==> src/rtl/alu_clmul.sv <==
// Iterative carry-less multiplier (clmul / clmulh / clmulr), BPC multiplier bits per cycle.
// Optional macro ALU_CLMUL_EARLY_OUT_EN: finish as soon as the remaining multiplier bits are zero.
module alu_clmul #(
  parameter int RV       = 64,
  parameter int BPC      = 4,
  parameter int NHART    = 1,
  parameter int LNHART   = 0,
  parameter int NCOMMIT  = 32,
  parameter int LNCOMMIT = 5,
  localparam int HW      = (LNHART > 0) ? LNHART : 1
) (
  input  logic                clk,
  input  logic                reset_n,
  input  logic                enable,
  output logic                ready,
  input  logic [1:0]          control,
  input  logic [LNCOMMIT-1:0] rd,
  input  logic [HW-1:0]       hart,
  input  logic                rv32,
  input  logic [RV-1:0]       r1,
  input  logic [RV-1:0]       r2,
  input  logic [NCOMMIT-1:0]  commit_kill,
  output logic [RV-1:0]       result,
  output logic [LNCOMMIT-1:0] res_rd,
  output logic [NHART-1:0]    res_makes_rd,
  output logic                dbg_state_o
);

  localparam int AW = 2 * RV;
  localparam int CW = $clog2(RV / BPC) + 1;

  typedef enum logic {S_IDLE = 1'b0, S_RUN = 1'b1} state_e;

  // Handshake: an op transfers on a rising edge where enable && ready, unless its slot is
  // being killed in that same cycle (then it is silently dropped). ready is high only in IDLE.

  state_e              state_q, state_d;
  logic [1:0]          op_q;
  logic [LNCOMMIT-1:0] rd_q;
  logic [HW-1:0]       hart_q;
  logic                w32_q;
  logic [AW-1:0]       mcand_q;
  logic [RV-1:0]       mplier_q;
  logic [AW-1:0]       acc_q;
  logic [CW-1:0]       cnt_q;
  logic [CW-1:0]       nlast_q;

  logic [RV-1:0]       result_q, result_d;
  logic [LNCOMMIT-1:0] res_rd_q;
  logic [NHART-1:0]    res_makes_rd_q;

  logic [AW-1:0]       acc_step;
  logic [AW-1:0]       mcand_nxt;
  logic [RV-1:0]       mplier_nxt;
  logic                last_step;
  logic                kill_run;
  logic                kill_acc;
  logic                accept;
  logic                complete;

  assign kill_acc = (hart == '0) && commit_kill[rd];
  assign kill_run = (hart_q == '0) && commit_kill[rd_q];
  assign accept   = enable && ready && !kill_acc;

  // One step: fold BPC partial products; the multiplicand register already carries cnt*BPC.
  always_comb begin
    acc_step = acc_q;
    for (int i = 0; i < BPC; i++) begin
      if (mplier_q[i]) acc_step = acc_step ^ (mcand_q << i);
    end
    mcand_nxt  = mcand_q << BPC;
    mplier_nxt = mplier_q >> BPC;
`ifdef ALU_CLMUL_EARLY_OUT_EN
    last_step  = (cnt_q == nlast_q) || (mplier_nxt == '0);
`else
    last_step  = (cnt_q == nlast_q);
`endif
  end

  always_comb begin
    logic [31:0]   v32;
    logic [RV-1:0] vw;
    case (op_q)
      2'd1: begin
        vw  = acc_step[AW-1:RV];
        v32 = acc_step[63:32];
      end
      2'd2: begin
        vw  = acc_step[AW-2:RV-1];
        v32 = acc_step[62:31];
      end
      default: begin
        vw  = acc_step[RV-1:0];
        v32 = acc_step[31:0];
      end
    endcase
    result_d = w32_q ? RV'($signed(v32)) : vw;
  end

  // FSM: state register
  always_ff @(posedge clk or negedge reset_n) begin
    if (!reset_n) state_q <= S_IDLE;
    else          state_q <= state_d;
  end

  // FSM: next state
  always_comb begin
    state_d = state_q;
    case (state_q)
      S_IDLE:  if (accept) state_d = S_RUN;
      S_RUN:   if (kill_run || last_step) state_d = S_IDLE;
      default: state_d = S_IDLE;
    endcase
  end

  // FSM: outputs
  always_comb begin
    ready       = (state_q == S_IDLE);
    complete    = (state_q == S_RUN) && last_step && !kill_run;
    dbg_state_o = state_q;
  end

  always_ff @(posedge clk or negedge reset_n) begin
    if (!reset_n) begin
      op_q     <= '0;
      rd_q     <= '0;
      hart_q   <= '0;
      w32_q    <= 1'b0;
      mcand_q  <= '0;
      mplier_q <= '0;
      acc_q    <= '0;
      cnt_q    <= '0;
      nlast_q  <= '0;
    end else if (accept) begin
      op_q     <= control;
      rd_q     <= rd;
      hart_q   <= hart;
      w32_q    <= rv32;
      mcand_q  <= rv32 ? AW'(r1[31:0]) : AW'(r1);
      mplier_q <= rv32 ? RV'(r2[31:0]) : r2;
      acc_q    <= '0;
      cnt_q    <= '0;
      nlast_q  <= rv32 ? CW'(32 / BPC - 1) : CW'(RV / BPC - 1);
    end else if (state_q == S_RUN) begin
      acc_q    <= acc_step;
      mcand_q  <= mcand_nxt;
      mplier_q <= mplier_nxt;
      cnt_q    <= cnt_q + CW'(1);
    end
  end

  // Write-back registers: strobe for exactly one cycle, value and slot held until next completion.
  always_ff @(posedge clk or negedge reset_n) begin
    if (!reset_n) begin
      result_q       <= '0;
      res_rd_q       <= '0;
      res_makes_rd_q <= '0;
    end else begin
      res_makes_rd_q <= complete ? (NHART'(1) << hart_q) : '0;
      if (complete) begin
        result_q <= result_d;
        res_rd_q <= rd_q;
      end
    end
  end

  assign result       = result_q;
  assign res_rd       = res_rd_q;
  assign res_makes_rd = res_makes_rd_q;

endmodule

==> config.mk <==
export PLATFORM = sky130hd
export DESIGN_NAME = alu_clmul
export DESIGN_NICKNAME = d
export VERILOG_FILES = /design/src/rtl/alu_clmul.sv
export SDC_FILE = /design/constraint.sdc
export NUM_CORES = 1
export LEC_CHECK = 0
export CAP_MARGIN = 20
export CORE_AREA = 8 8 232 234
export CTS_CLUSTER_SIZE = 24
export DETAILED_ROUTE_END_ITERATION = 16
export DIE_AREA = 0 0 240 242
export GPL_ROUTABILITY_DRIVEN = 0
export MAX_ROUTING_LAYER = met4
export PLACE_DENSITY = 0.83
export SLEW_MARGIN = 15
export SYNTH_ARGS = -nofsm -noshare
export SYNTH_HDL_FRONTEND = slang
export SYNTH_SLANG_ARGS = --single-unit
export TNS_END_PERCENT = 50
==> constraint.sdc <==
create_clock -name clk -period 3.52 [get_ports clk]
set_input_delay 0.88 -clock clk [delete_from_list [all_inputs] [get_ports clk]]
set_output_delay 0.88 -clock clk [all_outputs]
set_load 0.005 [all_outputs]
==> results of run 1 <==
[flip-flops by register name (all words and copies together) (netlist names)]
name / flops
dbg_state_o: 1
hart_q: 1
op_q: 2
mcand_q: 128
cnt_q: 5
result: 64
mplier_q: 64
nlast_q: 2
w32_q: 1
rd_q: 5
acc_q: 128
res_makes_rd: 1
res_rd: 5
[routing by layer]
metal,track usage,up-vias,part of all wire
met5,-,-,0
met4,0.132,0,0.055
met3,0.0460,245,0.073
met2,0.434,1053,0.48
met1,0.341,10900,0.39
li1,-,9875,-
[power by group through the flow]
| stage | Sequential [W] | Clock, W | Combinational [W] |
|---|---|---|---|
| 2_1_floorplan | 0.00762 | 0 | 0.0125 |
| 3_3_place_gp | 0.00855 | 0 | 0.0166 |
| 3_5_place_dp | 0.00865 | 0 | 0.0172 |
| 4_1_cts | 0.00861 | 0.00491 | 0.0174 |
| 5_1_grt | 0.00887 | 0.00509 | 0.0188 |
| 6_report | 0.00869 | 0.00486 | 0.0176 |
[worst min-delay path by stage]
stage              start            to  slack, ns
2_1_floorplan     hart_q  res_makes_rd       0.45
3_3_place_gp      hart_q  res_makes_rd       0.46
3_5_place_dp   res_rd[1]     res_rd[1]       0.48
4_1_cts          reset_n   mcand_q[55]       0.33
5_1_grt          reset_n   mcand_q[55]       0.36
6_report         reset_n   mcand_q[55]       0.31
[cell type report]
| type | count | area (um^2) | share of cell area |
|---|---|---|---|
| clock buffer | 61 | 1290 | 0.0405 |
| tap | 680 | 851 | 0.0266 |
| antenna | 4 | 10.0 | 0.000313 |
| timing repair buffer | 339 | 3530 | 0.110 |
| inverter | 12 | 45.0 | 0.00141 |
| clock inverter | 18 | 208 | 0.00650 |
| multi-input combinational | 2176 | 15800 | 0.495 |
| sequential | 407 | 10200 | 0.319 |
[cell families (layout without fill, tap and decap cells)]
group / after synthesis / after routing / synth area share
mux: 300 / 300 / 0.120
other cells: 0 / 4 / 0
flops: 407 / 407 / 0.376
compound gates: 411 / 411 / 0.107
simple gates: 947 / 947 / 0.137
fa+ha+maj: 3 / 3 / 0.00138
buf+inv: 232 / 430 / 0.0415
xor+xnor: 515 / 515 / 0.218
[layout by cell type (no fill, tap or decap), drive strengths merged, types with 66 or more instances in the layout]
master         Yosys  routed
nor2             257     257
o21ai             81      81
xnor2            242     242
xor2             176     176
dfrtp            407     407
nand3             66      66
mux2i            273     273
buf               95      97
a21oi             99      99
clkdlybuf4s50      0     242
nand2            603     603
[per-stage QoR]
step | cell area (um^2) | TNS (ns) | cells | util | total power [W]
4_1_cts | 32000 | 0 | 3693 | 0.633 | 0.0309
2_1_floorplan | 27100 | 0 | 2815 | - | 0.0202
5_1_grt | 32000 | 0 | 3697 | 0.633 | 0.0328
3_3_place_gp | 30400 | 0 | 3613 | 0.603 | 0.0252
3_5_place_dp | 30500 | -10.66 | 3614 | 0.604 | 0.0259
6_report | 32000 | 0 | 3697 | 0.633 | 0.0312
==> out/qor.txt, run 1 <==
Max-slew violation count: 0
Cell-internal power: 0.0173 W
Worst Reg2Reg Path Length in Cells: 7
Setup crit end: result[33]
Congestion Overflow GR: 0
Number of antenna violations at the first check in global routing: 4
CP arrival: 3.53 ns
Gate family responsible for the most delay along the worst path: multiplexers
Dominant cells by area after synthesis: dfrtp_1, mux2i_1, nand2_1, xnor2_1, xor2_1
Synthesized instance count: 2815
Latest clock arrival within the worst-skew pair: 0.59 ns
Min Clock Period, post-route: 3.02 ns
Min setup slack post-route: 0.501 ns
Routed WL: 78800 um
Initial core utilization: 0.537
Fraction of layout cells with a size suffix above 1: 0.106
Number of nets with antenna violations after routing: 0
Post-synthesis async set-or-reset flop share: 1.00
HPWL reported at the end of detailed placement: 54900 um
Outcome: finished, final reports clean
Area added between synthesis and finish: 17.9%
Peak VDD IR: 853 uV
Net switching component of the power: 0.0139 W
Die height: 242 um
Setup slack of the worst register-to-register path: 0.51 ns
Buffers on Ports: 243
Clock root buffer: clkbuf_16
# Max-Cap Violations: 0
Number of design rule violations left after detail routing: 0
Power per unit of standard cell area: 976 mW/mm^2
Fmax: 0.331 GHz
Total number of nets in the final design: 3155
Number of buffers created by CTS: 44
Count of buffer and inverter cells on the critical path: 3
Level count of the clock H-tree: 2
Number of synthesized register bits: 407
Count of unique library cells instantiated by Yosys: 62
Synth warnings: 0
Max-slew headroom at the worst pin: 0.179
Largest net degree at the start of global routing: 160
Hold slack final: 0.307 ns
Switching power as a share of total power: 0.444
Drt wl/cell: 21.3 um
Largest fanout on the critical path: 25
Largest buffer count on any clock path: 3
Series of cell instances along the critical path: clkdlybuf4s50_1 > mux4_1 > mux4_2 > a32oi_2 > and3_4 > buf_4 > buf_12 > o22a_2
Worst slack at placement: -0.0895 ns
Post-Syn Nets: 2990
Most frequently used cell type in the post-synthesis netlist: nand2_1
Proportion of synthesized chip area in sequential cells: 0.376
Count of hold buffers inserted by post-cts repair: 0
Endpoints failing hold: 0
Core outline area: 0.0505 mm^2
Comb power frac: 0.566
Worst r2r src: rd_q[0]
Number of detailed-route iterations in the first pass: 6
Ratio of routed vias to standard cells: 5.97
Area of the mapped netlist: 0.0271 mm^2
Launch point of the critical path: commit_kill[29]
Via count of the first global-routing pass: 22700
Mean instance size in the synthesized netlist: 9.63 um^2
Largest area contributor in the synthesized netlist: dfrtp_1
Clock tree from TritonCTS: done
Unrepaired setup endpoints after global routing: no
Lkg Pwr: 14.2 nW
Std-Cell Rows: 83
Setup CP Type: in -> reg
Most numerous cell types in the synthesized netlist: nand2_1, dfrtp_1, mux2i_1
Required time at the endpoint of the critical path: 4.03 ns
Post-synth top flop: dfrtp_1
Area enclosed by the die boundary: 0.0581 mm^2
Count of filler cells inserted in the layout: 3883
Number of enable-type register cells in the synthesized netlist: 0
Wire length of the first global-routing pass: 125000 um
Clock-pin slew of the registers on the worst-case setup and hold paths: 0.06 ns
CTS resizes: 0
Path length in cells of the critical path: 8
Total number of clock tree sinks: 407
All-layer global routing usage: 0.275
Worst Setup Start Kind: input pin
Type of the worst min-delay path: in -> async
CP max stage cell: mux4_1
First DRT Iteration DRCs: 2484
Fraction of power consumed by sequential logic: 0.279
Total setup violations reported at the end of the flow: 0
Capture point of the worst reg-to-reg path: result[33]
Worst setup skew after layout: 0.0232 ns
Transition time of the tightest slew-check pin: 1.23 ns
Number of I/O pins: 244
Nature of the critical path endpoint: flip-flop
Proportion of netlist area held by the largest area contributor: 0.376
Portion of total power attributed to the clock network: 0.156
Vias after detailed routing: 22100
Final critical-path share of the clock period: 0.858
Buffer count from post-CTS setup fixing: 0
Crit path largest cell delay: 0.54 ns
Overall die width: 240 um
(Power assumes the default switching activity.)
==> run 2, diff against run 1 <==
CORE_AREA = 8 8 324 169   (was 8 8 232 234)
DIE_AREA = 0 0 332 177   (was 0 0 240 242)
==> out/qor.txt, run 2 (synthesized netlist as in run 1, its figures left out) <==
Number of antenna violations at the first check in global routing: 1
Area added between synthesis and finish: 17.1%
Clock root buffer: clkbuf_16
HPWL reported at the end of detailed placement: 59700 um
Routed WL: 84900 um
Worst Setup Start Kind: flip-flop
Clock-pin slew of the registers on the worst-case setup and hold paths: 0.07 ns
Lkg Pwr: 14.1 nW
Congestion Overflow GR: 0
Worst Reg2Reg Path Length in Cells: 6
Commonest cells after routing, fill and taps aside: nand2_1, dfrtp_1, mux2i_1, nor2_1
Power per unit of standard cell area: 1000 mW/mm^2
Die height: 177 um
CP arrival: 3.59 ns
Total number of clock tree sinks: 407
Nature of the critical path endpoint: flip-flop
Fmax: 0.317 GHz
Area enclosed by the die boundary: 0.0588 mm^2
Number of buffers created by CTS: 39
Crit path largest cell delay: 0.82 ns
Max-slew violation count: 0
First DRT Iteration DRCs: 3162
Number of design rule violations left after detail routing: 0
Worst slack at placement: -0.0769 ns
Hold slack final: 0.301 ns
Outcome: finished, final reports clean
Vias after detailed routing: 22600
Gate family responsible for the most delay along the worst path: XOR/XNOR gates
Transition time of the tightest slew-check pin: 0.919 ns
# Max-Cap Violations: 0
Required time at the endpoint of the critical path: 3.95 ns
Via count of the first global-routing pass: 22500
Ratio of routed vias to standard cells: 6.15
Series of cell instances along the critical path: nand2_1 > xnor3_1 > xnor2_1 > mux2i_1 > a221oi_1 > o21ai_1
Largest fanout on the critical path: 46
Level count of the clock H-tree: 2
Count of filler cells inserted in the layout: 3854
Min Clock Period, post-route: 3.16 ns
Worst r2r src: mplier_q[0]
Buffer count from post-CTS setup fixing: 0
Sum of internal, switching and leakage power: 0.0319 W
Count of hold buffers inserted by post-cts repair: 0
Initial core utilization: 0.536
Fraction of layout cells with a size suffix above 1: 0.101
Unrepaired setup endpoints after global routing: no
Area of the multi-input gates: 0.0158 mm^2
Largest net degree at the start of global routing: 96
Setup CP Type: reg -> reg
Worst setup skew after layout: 0.0241 ns
Wire length of the first global-routing pass: 131000 um
Number of I/O pins: 244
Buffers on Ports: 243
Commonest non-fill, non-tap cell in the layout: nand2_1
Capture point of the worst reg-to-reg path: result[8]
Std-Cell Rows: 59
Endpoints failing hold: 0
Overall die width: 332 um
CTS resizes: 0
Total number of nets in the final design: 3142
Drt wl/cell: 23.1 um
Number of nets with antenna violations after routing: 0
Peak VDD IR: 680 uV
Number of detailed-route iterations in the first pass: 6
All-layer global routing usage: 0.288
Total setup violations reported at the end of the flow: 0
Sequential standard cell area: 0.0102 mm^2
Type of the worst min-delay path: in -> async
Count of buffer and inverter cells on the critical path: 0
Latest clock arrival within the worst-skew pair: 0.57 ns
Max-slew headroom at the worst pin: 0.387
Min setup slack post-route: 0.364 ns
CP max stage cell: dfrtp_4
Final critical-path share of the clock period: 0.896
Setup slack of the worst register-to-register path: 0.36 ns
Core outline area: 0.0506 mm^2
Clock tree from TritonCTS: done
Largest buffer count on any clock path: 3
Registers with the most flip-flops: acc_q: 128 flops, mcand_q: 128 flops
[run 2: cell types whose count changed in the layout (fill, tap and decap cells not counted), sizes merged]
cell      change
buf           -8
clkbuf        -8
clkinv        -4
bufinv        +2
diode         -2
inv           +2
clkinvlp      +1
[run 2: metal layers]
metal	up-vias	wire, um	part of all wire	track usage
li1	9836	-	-	-
met1	11200	35500	0.42	0.394
met2	1343	36300	0.43	0.411
met3	184	10900	0.13	0.0952
met4	0	2170	0.026	0.0718
met5	-	0	0	-
[run 2: layout make-up]
type | count | share of cell area
clock inverters | 19 | 0.00847
inverters | 12 | 0.00142
multi-input cells | 2176 | 0.499
clock buffers | 53 | 0.0359
diodes | 2 | 0.000158
well taps | 671 | 0.0264
repair buffers | 331 | 0.108
flip-flops and latches | 407 | 0.321
[run 2: stage by stage]
step,instance area (um^2),setup TNS (ns),utilization,std cells
after floorplan,27100,0,-,2815
after global routing,31800,0,0.627,3671
after global placement,30300,-1.31,0.599,3596
after detailed placement,30300,-10.07,0.599,3596
after CTS,31700,0,0.627,3668
final,31800,0,0.627,3671
[run 2: worst max path at each step]
stage	slack (ns)	from	depth (start not counted)	to
final	0.36	mplier_q[0]	6	result[8]
after global routing	0.28	rd_q[0]	7	result[7]
after CTS	0.47	rd_q[0]	7	result[8]
after detailed placement	-0.08	rd[1]	10	acc_q[120]
after global placement	-0.04	rd[1]	10	acc_q[2]
after floorplan	0.48	rd[0]	11	acc_q[65]
[run 2: worst reg2reg max path: cells and delay by family, from the launching register on]
family          cells  cell delay (ns)
xor+xnor            2             1.15
flops               1             0.82
compound gates      2             0.64
mux                 1             0.27
simple gates        1             0.15
[run 2: where the power goes]
group / leakage, nW / switching [W] / internal (W) / total (W)
clock network: 0.695 / 0.00201 / 0.00273 / 0.00474
logic: 8.02 / 0.0104 / 0.00798 / 0.0184
registers: 5.36 / 0.00232 / 0.00643 / 0.00875
total: 14.1 / 0.0147 / 0.0171 / 0.0319
==> run 3, diff against run 2 <==
REMOVE_ABC_BUFFERS = 1   (was not set)
SETUP_SLACK_MARGIN = 0.05   (was not set)
==> out/qor.txt, run 3 (synthesized netlist as in run 1, its figures left out) <==
Max-slew headroom at the worst pin: 0.467
Std-Cell Rows: 59
Commonest cells after routing, fill and taps aside: nand2_1, dfrtp_1, mux2i_1, nor2_1
Number of antenna violations at the first check in global routing: 0
Clock root buffer: clkbuf_16
Number of design rule violations left after detail routing: 0
Worst Setup Start Kind: flip-flop
Transition time of the tightest slew-check pin: 0.799 ns
Commonest non-fill, non-tap cell in the layout: nand2_1
Peak VDD IR: 636 uV
Drt wl/cell: 21.2 um
Busiest grt layer: met2
Congestion Overflow GR: 0
Unrepaired setup endpoints after global routing: no
Max-slew violation count: 0
Via count of the first global-routing pass: 22700
Final critical-path share of the clock period: 0.880
Latest clock arrival within the worst-skew pair: 0.57 ns
Nature of the critical path endpoint: flip-flop
Number of placed instances with taps included: 3595
Lkg Pwr: 14.0 nW
Worst r2r src: rd_q[0]
Area added between synthesis and finish: 16.3%
Initial core utilization: 0.536
# Max-Cap Violations: 0
Path length in cells of the critical path: 6
First DRT Iteration DRCs: 2342
Crit path largest cell delay: 0.66 ns
Total number of clock tree sinks: 407
Buffer count from post-CTS setup fixing: 0
Sum of internal, switching and leakage power: 0.0302 W
Core outline area: 0.0506 mm^2
Grt met3 use: 0.0543
Post-layout instance count excluding filler cells: 3664
Largest buffer count on any clock path: 3
Gate family responsible for the most delay along the worst path: multiplexers
Level count of the clock H-tree: 2
Largest fanout on the critical path: 32
Buffers on Ports: 243
Worst Reg2Reg Path Length in Cells: 6
Required time at the endpoint of the critical path: 4.00 ns
Wire length of the first global-routing pass: 123000 um
Total number of nets in the final design: 3141
Routed WL: 77700 um
Total setup violations reported at the end of the flow: 0
Global routing usage on met1: 0.343
All-layer global routing usage: 0.263
Number of detailed-route iterations in the first pass: 6
Overall die width: 332 um
Die height: 177 um
Worst setup skew after layout: 0.0333 ns
CP max stage cell: dfrtp_1
Fmax: 0.323 GHz
Clock-pin slew of the registers on the worst-case setup and hold paths: 0.06 ns
CTS resizes: 0
Number of nets with antenna violations after routing: 0
Fraction of layout cells with a size suffix above 1: 0.0969
Number of antenna repair diodes: 0
Setup CP Type: reg -> reg
Count of filler cells inserted in the layout: 3925
Largest net degree at the start of global routing: 103
Type of the worst min-delay path: in -> async
HPWL reported at the end of detailed placement: 54600 um
Endpoints failing hold: 0
Count of buffer and inverter cells on the critical path: 1
Count of hold buffers inserted by post-cts repair: 0
Number of I/O pins: 244
Vias after detailed routing: 22100
Area enclosed by the die boundary: 0.0588 mm^2
Clock tree from TritonCTS: done
Sequential standard cell area: 0.0102 mm^2
Power per unit of standard cell area: 958 mW/mm^2
Outcome: finished, final reports clean
Registers with the most flip-flops: acc_q: 128 flops, mcand_q: 128 flops
Area of the multi-input gates: 0.0158 mm^2
Number of buffers created by CTS: 40
Min Clock Period, post-route: 3.10 ns
CP arrival: 3.58 ns
Launch point of the critical path: rd_q[0]
Global routing met2 resource utilization: 0.421
Series of cell instances along the critical path: mux4_1 > mux4_2 > a32oi_2 > and3_4 > buf_4 > o22a_2
Ratio of routed vias to standard cells: 6.02
==> run 3: per-layer routing <==
layer,routed length (um),vias up,part of all wire
met2,36200,1077,0.47
met4,2060,0,0.026
met5,0,-,0
met3,7190,166,0.092
li1,-,9840,-
met1,32300,11000,0.42
==> run 3: worst paths after layout <==
kind                               endpoint  slack, ns
worst max-delay path             result[46]       0.42
worst min-delay path             acc_q[127]       0.30
worst max register to register   result[46]       0.42
worst min register to register   result[26]       0.48
max in group asynchronous       mplier_q[2]       2.28
min in group clk                 result[26]       0.48
==> run 3: metrics by stage <==
step	instance area (um^2)	hold slack, ns	setup slack [ns]	utilization	setup TNS, ns
floorplan	26000	0.450	-19.56	-	-6950.80
finish	31500	0.298	0.421	0.623	0
detailed placement	30300	0.468	-0.0952	0.599	-2.95
global placement	30300	0.461	-0.00102	0.599	-0.00218
CTS	31500	0.322	0.435	0.623	0
global route	31500	0.338	0.309	0.623	0
==> run 3: power breakdown <==
group / switching, W / leakage [nW] / internal (W)
sequential: 0.00203 / 5.36 / 0.00643
clock: 0.00192 / 0.601 / 0.00229
combinational: 0.00966 / 8.01 / 0.00787
total: 0.0136 / 14.0 / 0.0166
==> run 3: cell type report <==
type	instances	share of cell area
repair buffers	329	0.108
inverters	12	0.00143
clock inverters	12	0.00337
flip-flops and latches	407	0.323
clock buffers	57	0.0353
well taps	671	0.0266
multi-input cells	2176	0.502
